### config.mk
export PLATFORM = sky130hd
export DESIGN_NAME = oka_mul_seq_flat
export DESIGN_NICKNAME = d
export VERILOG_FILES = /design/src/rtl/oka_pkg.sv /design/src/rtl/oka_mul_seq_if.sv /design/src/rtl/oka_clmul_half.sv /design/src/rtl/oka_mul_seq.sv /design/src/flat_wrapper.sv
export SDC_FILE = /design/constraint.sdc
export NUM_CORES = 1
export LEC_CHECK = 0
export BUFFER_PORTS_ARGS = -buffer_cell sky130_fd_sc_hd__buf_4
export CELL_PAD_IN_SITES_DETAIL_PLACEMENT = 1
export CELL_PAD_IN_SITES_GLOBAL_PLACEMENT = 1
export CORE_ASPECT_RATIO = 0.7
export CORE_MARGIN = 5
export CORE_UTILIZATION = 45
export CTS_BUF_LIST = sky130_fd_sc_hd__clkbuf_4 sky130_fd_sc_hd__clkbuf_8 sky130_fd_sc_hd__clkbuf_16
export DETAILED_ROUTE_END_ITERATION = 10
export PLACE_DENSITY = 0.87
export SYNTH_ARGS = -nofsm -noshare
export SYNTH_HDL_FRONTEND = slang
export SYNTH_HIERARCHICAL = 1
export SYNTH_SLANG_ARGS = --single-unit
### constraint.sdc
create_clock -name clk -period 4.8 [get_ports clk]
set_input_delay 0.72 -clock clk [delete_from_list [all_inputs] [get_ports clk]]
set_output_delay 0.72 -clock clk [all_outputs]
set_load 0.005 [all_outputs]
### src/rtl/oka_pkg.sv
// Shared types and helpers for the sequential Karatsuba carry-less multiplier.
package oka_pkg;

  typedef enum logic [2:0] {
    StIdle,
    StMulL,
    StMulM,
    StMulH,
    StRed,
    StDone
  } oka_state_t;

  function automatic int unsigned prod_w(input int unsigned w);
    return 2 * w - 1;
  endfunction

  localparam int unsigned MaxW  = 64;
  localparam int unsigned MaxPw = prod_w(MaxW);

  // Folds bits [2w-2:w] of prod back into [w-1:0] using x^w = poly.
  function automatic logic [MaxPw-1:0] clmul_reduce(input logic [MaxPw-1:0] prod,
                                                   input logic [MaxW-1:0]  poly,
                                                   input int unsigned      w);
    logic [MaxPw-1:0] r;
    r = prod;
    for (int k = int'(MaxPw) - 1; k >= 0; k--) begin
      if (k >= int'(w) && k <= int'(2 * w) - 2 && r[k]) begin
        r[k] = 1'b0;
        r    = r ^ (MaxPw'(poly) << (k - int'(w)));
      end
    end
    return r;
  endfunction

endpackage

### src/rtl/oka_mul_seq_if.sv
// Operand/result handshake bundle for oka_mul_seq.
interface oka_mul_seq_if #(
  parameter int unsigned WIDTH = 16
) ();
  logic                 in_valid;
  logic                 in_ready;
  logic [WIDTH-1:0]     a;
  logic [WIDTH-1:0]     b;
  logic                 out_valid;
  logic                 out_ready;
  logic [2*WIDTH-2:0]   y;

  modport master (
    output in_valid, a, b, out_ready,
    input  in_ready, out_valid, y
  );

  modport slave (
    input  in_valid, a, b, out_ready,
    output in_ready, out_valid, y
  );
endinterface

### src/rtl/oka_clmul_half.sv
// Combinational HW x HW carry-less multiplier (AND/XOR array).
module oka_clmul_half #(
  parameter int unsigned HW = 8
) (
  input  logic [HW-1:0]   a_i,
  input  logic [HW-1:0]   b_i,
  output logic [2*HW-2:0] p_o
);
  always_comb begin
    p_o = '0;
    for (int i = 0; i < int'(HW); i++) begin
      for (int j = 0; j < int'(HW); j++) begin
        p_o[i+j] = p_o[i+j] ^ (a_i[i] & b_i[j]);
      end
    end
  end
endmodule

### src/rtl/oka_mul_seq.sv
// Sequential one-level Karatsuba GF(2)[x] multiplier sharing one half-width multiplier.
// Define OKA_MOD_REDUCE_EN to add the GF(2^W) reduction step (RED state).
module oka_mul_seq
  import oka_pkg::*;
#(
  parameter int unsigned     WIDTH = 16,
  parameter logic [MaxW-1:0] POLY  = MaxW'(16'h002B)
) (
  input logic          clk,
  input logic          rst,
  oka_mul_seq_if.slave mul_io
);
  localparam int unsigned H  = WIDTH / 2;
  localparam int unsigned SW = WIDTH - 1;
  localparam int unsigned PW = prod_w(WIDTH);

  if (WIDTH < 8 || WIDTH > MaxW || (WIDTH & (WIDTH - 1)) != 0 || (POLY >> WIDTH) != '0)
  begin : g_bad_cfg
    $error("oka_mul_seq: WIDTH must be a power of two in [8,64] and POLY must fit in WIDTH");
  end

  oka_state_t       state_q;
  logic [WIDTH-1:0] a_q, b_q;
  logic [SW-1:0]    z0_q, z1_q;
  logic [PW-1:0]    y_q;
  logic             in_ready_q, out_valid_q;

  logic [H-1:0]  mul_a, mul_b;
  logic [SW-1:0] half_p, mid;
  logic [PW-1:0] y_mul;

  always_comb begin
    mul_a = a_q[WIDTH-1:H];
    mul_b = b_q[WIDTH-1:H];
    case (state_q)
      StMulL: begin
        mul_a = a_q[H-1:0];
        mul_b = b_q[H-1:0];
      end
      StMulM: begin
        mul_a = a_q[H-1:0] ^ a_q[WIDTH-1:H];
        mul_b = b_q[H-1:0] ^ b_q[WIDTH-1:H];
      end
      default: ;
    endcase
  end

  oka_clmul_half #(
    .HW (H)
  ) u_half (
    .a_i (mul_a),
    .b_i (mul_b),
    .p_o (half_p)
  );

  // In MUL_H the shared multiplier output is z2.
  assign mid   = z0_q ^ z1_q ^ half_p;
  assign y_mul = PW'(z0_q) ^ (PW'(mid) << H) ^ (PW'(half_p) << WIDTH);

  always_ff @(posedge clk) begin
    if (rst) begin
      state_q     <= StIdle;
      a_q         <= '0;
      b_q         <= '0;
      z0_q        <= '0;
      z1_q        <= '0;
      y_q         <= '0;
      in_ready_q  <= 1'b1;
      out_valid_q <= 1'b0;
    end else begin
      case (state_q)
        StIdle: begin
          if (mul_io.in_valid) begin
            a_q        <= mul_io.a;
            b_q        <= mul_io.b;
            in_ready_q <= 1'b0;
            state_q    <= StMulL;
          end
        end
        StMulL: begin
          z0_q    <= half_p;
          state_q <= StMulM;
        end
        StMulM: begin
          z1_q    <= half_p;
          state_q <= StMulH;
        end
        StMulH: begin
          y_q <= y_mul;
`ifdef OKA_MOD_REDUCE_EN
          state_q <= StRed;
`else
          state_q     <= StDone;
          out_valid_q <= 1'b1;
`endif
        end
`ifdef OKA_MOD_REDUCE_EN
        StRed: begin
          y_q         <= PW'(clmul_reduce(MaxPw'(y_q), POLY, WIDTH));
          state_q     <= StDone;
          out_valid_q <= 1'b1;
        end
`endif
        StDone: begin
          if (mul_io.out_ready) begin
            out_valid_q <= 1'b0;
            in_ready_q  <= 1'b1;
            state_q     <= StIdle;
          end
        end
        default: state_q <= StIdle;
      endcase
    end
  end

  assign mul_io.in_ready  = in_ready_q;
  assign mul_io.out_valid = out_valid_q;
  assign mul_io.y         = y_q;

endmodule

### src/flat_wrapper.sv
// flat-port wrapper written by rule: the top's interface ports become plain ports
module oka_mul_seq_flat import oka_pkg::*;
#(
  parameter int unsigned     WIDTH = 16,
  parameter logic [MaxW-1:0] POLY  = MaxW'(16'h002B)
)
  (clk, rst, mul_io_in_valid, mul_io_a, mul_io_b, mul_io_out_ready, mul_io_in_ready, mul_io_out_valid, mul_io_y);
  oka_mul_seq_if #(.WIDTH(WIDTH)) mul_io_i ();
  input logic clk;
  input logic rst;
  input wire logic [$bits(mul_io_i.in_valid)-1:0] mul_io_in_valid;
  input wire logic [$bits(mul_io_i.a)-1:0] mul_io_a;
  input wire logic [$bits(mul_io_i.b)-1:0] mul_io_b;
  input wire logic [$bits(mul_io_i.out_ready)-1:0] mul_io_out_ready;
  output wire logic [$bits(mul_io_i.in_ready)-1:0] mul_io_in_ready;
  output wire logic [$bits(mul_io_i.out_valid)-1:0] mul_io_out_valid;
  output wire logic [$bits(mul_io_i.y)-1:0] mul_io_y;
  assign mul_io_i.in_valid = mul_io_in_valid;
  assign mul_io_i.a = mul_io_a;
  assign mul_io_i.b = mul_io_b;
  assign mul_io_i.out_ready = mul_io_out_ready;
  assign mul_io_in_ready = mul_io_i.in_ready;
  assign mul_io_out_valid = mul_io_i.out_valid;
  assign mul_io_y = mul_io_i.y;
  oka_mul_seq #(.WIDTH(WIDTH), .POLY(POLY)) u_core (.clk(clk), .rst(rst), .mul_io(mul_io_i));
endmodule
# After elaboration in Yosys (flattened, before gate mapping)
# Cells that the tools add are included.
# W data, S select, Z words.
# totals
ff_bits,98
latch_bits,0
ramBits,0
mem_bits_ro,0
input_bits,36
output_inout_bits,33
elab_cells,150
memories,0
# classes
add_sub_neg,0
multipliers,0
div_mod_pow,0
magnitude_cmp,0
n_eq_ne,6
n_shift,0
muxes,10
bitwise_logic,119
reduce_logical,7
# op_table
operator,n
$and A1 B1 Y1,64
$xor A1 B1 Y1,49
$pmux W8 S2,2
$xor A31 B31 Y31,1
$xor A15 B15 Y15,2
$xor A15 B23 Y23,1
$xor A8 B8 Y8,2
$pmux W3 S5,1
$eq A3 B2 Y1 const B,2
$mux W3,2
$reduce_and A2 Y1,3
$ne A2 B2 Y1 const B,2
$pmux W1 S2,2
$reduce_bool A2 Y1,2
$eq A3 B1 Y1 const B,1
$eq A3 B3 Y1 const B,1
$logic_not A3 Y1,1
$mux W1,3
$reduce_and A3 Y1,1

# Longest topological paths before layout
# logic_depth
depth_word,13
depth_mapped,13
mapped_depth_nobuf,10

# Modules after synthesis
# The synthesis kept the hierarchy.
# by_module_without_submodules
mod,instances,cells_each,area_per_inst_um2,seq_area_each_um2
oka_mul_seq,1,523,4201.5,1961.9
oka_clmul_half,1,126,784.5,0.0

# Least setup slack after synthesis
# No wires, ideal clock.
# synth_timing
path_type,register to register
start,register u_core.state_q[2]
end,"register u_core.y_q[12], in the netlist u_core/mul_io.y[12]"
t_arrival_ps,2611
setup_slack_ps,2104
stages_incl_launch_ff,12
period_less_slack_ps,2696
path_cell_list,dfxtp_1 -> or3b_2 -> buf_2 -> buf_2 -> a21oi_1 -> nand2_1 -> xor2_1 -> xnor2_1 -> xnor2_1 -> xnor2_1 -> xnor2_1 -> a211oi_1
# synth_between
elab_chain_cells,10
elab_cells_between_ends,17
classes_between,eq/ne (3); mux (2); bitwise (12)
# synth_lines
item,line_no,text
from (decl),oka_mul_seq.sv:22,oka_state_t state_q;
from (signal assigned),oka_mul_seq.sv:62,state_q <= StIdle;
from (signal assigned),oka_mul_seq.sv:77,state_q <= StMulL;
from (signal assigned),oka_mul_seq.sv:82,state_q <= StMulM;
$eq A3 B2 Y1 or $eq A3 B1 Y1 (tied branches),oka_mul_seq.sv:35,case (state_q)
$pmux W8 S2 (*),oka_mul_seq.sv:35,
net u_core.mul_a[0],oka_mul_seq.sv:28,"logic [H-1:0] mul_a, mul_b;"
$and A1 B1 Y1 (*),oka_clmul_half.sv:13,p_o[i+j] = p_o[i+j] ^ (a_i[i] & b_i[j]);
$xor A1 B1 Y1 (*) (4 in series),oka_clmul_half.sv:13,
net u_core.half_p[4],oka_mul_seq.sv:29,"logic [SW-1:0] half_p, mid;"
$xor A15 B15 Y15 (*),oka_mul_seq.sv:57,assign mid = z0_q ^ z1_q ^ half_p;
$xor A15 B23 Y23 (*),oka_mul_seq.sv:58,assign y_mul = PW'(z0_q) ^ (PW'(mid) << H) ^ (PW'(half_p) << WIDTH);
$xor A31 B31 Y31 (*),oka_mul_seq.sv:58,
to (signal assigned),oka_mul_seq.sv:89,y_q <= y_mul;
to (decl),oka_mul_seq.sv:25,logic [PW-1:0] y_q;
# The timed path passes the listed nets; every way through them passes the cells marked *.
# A chain may end at the register's enable or synchronous reset.

# Worst setup path in the final report
# layout_timing
start,register u_core.state_q[2]
end,"register u_core.y_q[17], in the netlist u_core/mul_io.y[17]"
# layout_between
elab_cells_between_ends,22
classes_between,eq/ne (3); mux (2); bitwise (17)
# layout_rtl
item,line_no
$eq A3 B2 Y1 or $eq A3 B1 Y1 (tied branches),oka_mul_seq.sv:35
$pmux W8 S2 (*),oka_mul_seq.sv:35
net u_core.mul_b[4],oka_mul_seq.sv:28
$and A1 B1 Y1 (*),oka_clmul_half.sv:13
$xor A1 B1 Y1 (*) (3 in series),oka_clmul_half.sv:13
net u_core.half_p[9],oka_mul_seq.sv:29
$xor A15 B15 Y15 (*),oka_mul_seq.sv:57
$xor A15 B23 Y23 (*),oka_mul_seq.sv:58
$xor A31 B31 Y31 (*),oka_mul_seq.sv:58
# Marked as above.

==> results.yml <==
sta:
  setup_ws_ps: 518
  period_needed_ps: 4280
  worst_slew_pin_slew_ps: 1100
  rsz0062_at_grt: "false"
  finalSetupTns_ps: 0
  fin_crit_sh: 0.892
  setup-violations-final: 0
  skew_ps: 9.00
  finalMaxSlewViolations: 0
  final-hold-violation-count: 0
  max_slew_margin: 0.269
  timing.fmax_mhz: 234
critical_path:
  start_kind: "register"
  cp-end-kind: "register"
  cpMaxStageDelayCell: "or3b_2"
  crit_path_max_incr_delay_ps: 950
  worstPathArrival_ps: 4540
  path_buf_inv: 0
  path_cells: "or3b_2 > a21oi_1 > a21oi_1 > nand2_1 > xor2_1 > xnor2_1 > xnor2_1 > xnor2_1 > xnor2_1 > a211oi_1"
  worstSetupPathType: "register to register"
  regToRegSetupSlack_ps: 520
  crit_fanout: 48
  crit_required_ps: 5060
  cp_top_family: "XOR/XNOR gates"
  crit_top_cell: "xnor2_1"
run:
  drv_cap: 0
synthesis:
  synth_seq_cells: 98
  synthAdderAreaFrac: 0
  synth_cells: 649
  yosys_warnings: 6
  muxShareOfSynthArea: 0.0321
  synth.yosys.seq_area_share: 0.393
  netlist_area_um2: 4990
  synthSimpleGateAreaFrac: 0.220
  synth_xor_area_frac: 0.156
  ys_types: 34
  synthesis.nets: 685
  synth.avg_cell_area_um2: 7.68
  synth_compound_area_frac: 0.144
  synth_top_family_by_area: "simple AND/OR/NAND/NOR gates"
route:
  drtIter0Drc: 260
  num_vias: 4367
  ant_nets: 0
  avgRoutedWirePerCell_um: 15.9
  wl_um: 13400
  dr.pass1.iters: 5
  via_per_inst: 5.20
  drc: 0
floorplanning:
  fp.dieArea_um2: 13300
  row_count: 32
  io-pin-count: 69
  core_um2: 10900
  start_util: 0.456
  die_w_um: 136
  fp.dieH_um: 98.1
outcome:
  status: "completed"
pwr:
  combPwrFrac: 0.147
  power_density_nw_per_um2: 321
  vdd_ir_drop_max_v: 0.000178
  seqPwrFrac: 0.475
  pwr-share-clk: 0.378
  p_int_mw: 1.31
  total_power_mw: 1.84
  p_switching_mw: 0.536
  p_sw_frac: 0.291
  power_leakage_nw: 1.89
placed_design:
  dp_slack_ps: 648
  gp_congestion: 0.814
  hpwl_um: 9330
  portBuffers: 68
global_routing:
  grt_pass1_wl_um: 22000
  gr-usage-all-layers: 0.204
  grt-ovfl-total: 0
  grtUsageMet2: 0.349
  grtUsageMet3: 0.0407
  use_met1: 0.265
  grt_pass1_vias: 4470
  antenna_found_initial: 0
  busiest_layer: "met2"
  grt_max_degree: 100
layout:
  fillers: 1383
  layout.nets: 718
  drive_above_1_share: 0.146
  area_delta_synth_final_pct: 15.2
  n_antenna_cell: 0
clock_network:
  clkLatencyLatePin_ps: 350
  holdBufCountCts: 0
  clockRootBuffer: "clkbuf_16"
  clock_sinks: 98
  cts_tree: "built"
  cts_buffer_depth: 2
  htreeDepth: 3
  numCtsBuffers: 9
  clkTransAtPathRegs_ps: 70
  cts_resized: 0
  postCtsSetupBuffers: 0
min_path:
  hp-class: "register to register"
cell usage in the layout, fill, tap and decap left out, types with 2 or more instances in the layout:
cell and n:
a211oi_1 15, a21oi_1 111, buf_4 73, clkbuf_16 9, clkinv_4 3, dfxtp_1 98
inv_6 2, mux2i_1 16, nand2_1 233, nand2_2 2, nand3b_1 3, nor2_1 15
nor2b_1 2, xnor2_1 70, xor2_1 14
registers in the layout, summed over array words and instances (netlist names):
name and count:
u_core/mul_io.out_valid 1, u_core/b_q 16, u_core/state_q 3, u_core/z0_q 15, u_core/a_q 16, u_core/z1_q 15, u_core/mul_io.in_ready 1, u_core/mul_io.y 31
cell type report:
| cell class | instances | area, µm² | share of cell area |
|---|---|---|---|
| multi-input cells | 500 | 2750 | 0.480 |
| well taps | 153 | 191 | 0.0333 |
| flip-flops and latches | 98 | 1960 | 0.342 |
| clock inverters | 7 | 62.6 | 0.0109 |
| clock buffers | 9 | 225 | 0.0392 |
| repair buffers | 73 | 548 | 0.0954 |
routing by layer:
metal  share of wire  up-vias
li1                -     2164
met1            0.46     2107
met2            0.48       78
met3           0.041       18
met4           0.013        0
met5               0        -
stage by stage:
stage          instances  utilization  hold WS, ps  cell area (µm²)
6_report             840        0.525          448             5740
5_1_grt              840        0.525          478             5740
4_1_cts              840        0.525          455             5740
3_5_place_dp         824        0.499          446             5460
3_3_place_gp         824        0.499          427             5460
2_1_floorplan        649            -          435             4990
worst register-to-register path, cell delays in order (launching register included):
cell      delay [ps]
dfxtp_1          660
or3b_2           950
a21oi_1          180
a21oi_1          720
nand2_1          180
xor2_1           220
xnor2_1          150
xnor2_1          560
xnor2_1          180
xnor2_1          150
a211oi_1         240
cells by family after synthesis:
logic type,count (synthesis)
buffers and inverters,51
and+or+nand+nor,266
AOI/OAI and AO/OA,132
xor gates and xnor gates,86
DFF,98
muxes,16
power groups by stage:
stage / Sequential (mW) / Combinational [mW] / Clock (mW)
5_1_grt: 0.879 / 0.299 / 0.747
3_5_place_dp: 0.893 / 0.269 / 0
3_3_place_gp: 0.890 / 0.258 / 0
2_1_floorplan: 0.881 / 0.205 / 0
6_report: 0.874 / 0.270 / 0.697
4_1_cts: 0.874 / 0.272 / 0.710
Yosys cell counts:
cell type	number	area share
or3b_2	1	0.0018
nand2_2	2	0.0025
o21bai_1	1	0.0015
dfxtp_1	98	0.39
nor2_1	15	0.011
xnor2_4	1	0.0055
o221a_2	1	0.0023
nand3b_1	3	0.0045
buf_4	5	0.0075
nor2b_1	2	0.0025
a21oi_1	111	0.11
nor3b_2	1	0.0025
xnor2_2	1	0.0033
a21boi_1	1	0.0015
a211oi_1	15	0.023
nand3_1	1	0.0010
or3b_1	1	0.0018
nand2_1	233	0.18
nor3b_4	1	0.0038
and2_2	1	0.0015
o31ai_1	1	0.0015
nor3b_1	1	0.0015
and3b_1	1	0.0018
a21bo_2	1	0.0020
clkbuf_1	13	0.0098
buf_2	30	0.030
or4b_1	1	0.0020
buf_6	3	0.0068
and2_1	1	0.0013
nor4b_4	1	0.0048
xnor2_1	70	0.12
mux2i_1	16	0.032
xor2_1	14	0.025
a31oi_1	1	0.0013
final timing paths:
check / start / to / cells past startpoint
worst max-delay path: u_core/state_q[2] / u_core/mul_io.y[17] / 10
worst min register to register: u_core/mul_io.in_ready / u_core/mul_io.in_ready / 2
worst max register to register: u_core/state_q[2] / u_core/mul_io.y[17] / 10
worst min-delay path: u_core/mul_io.in_ready / u_core/mul_io.in_ready / 2
No activity file was read; power rests on OpenSTA's default activity.
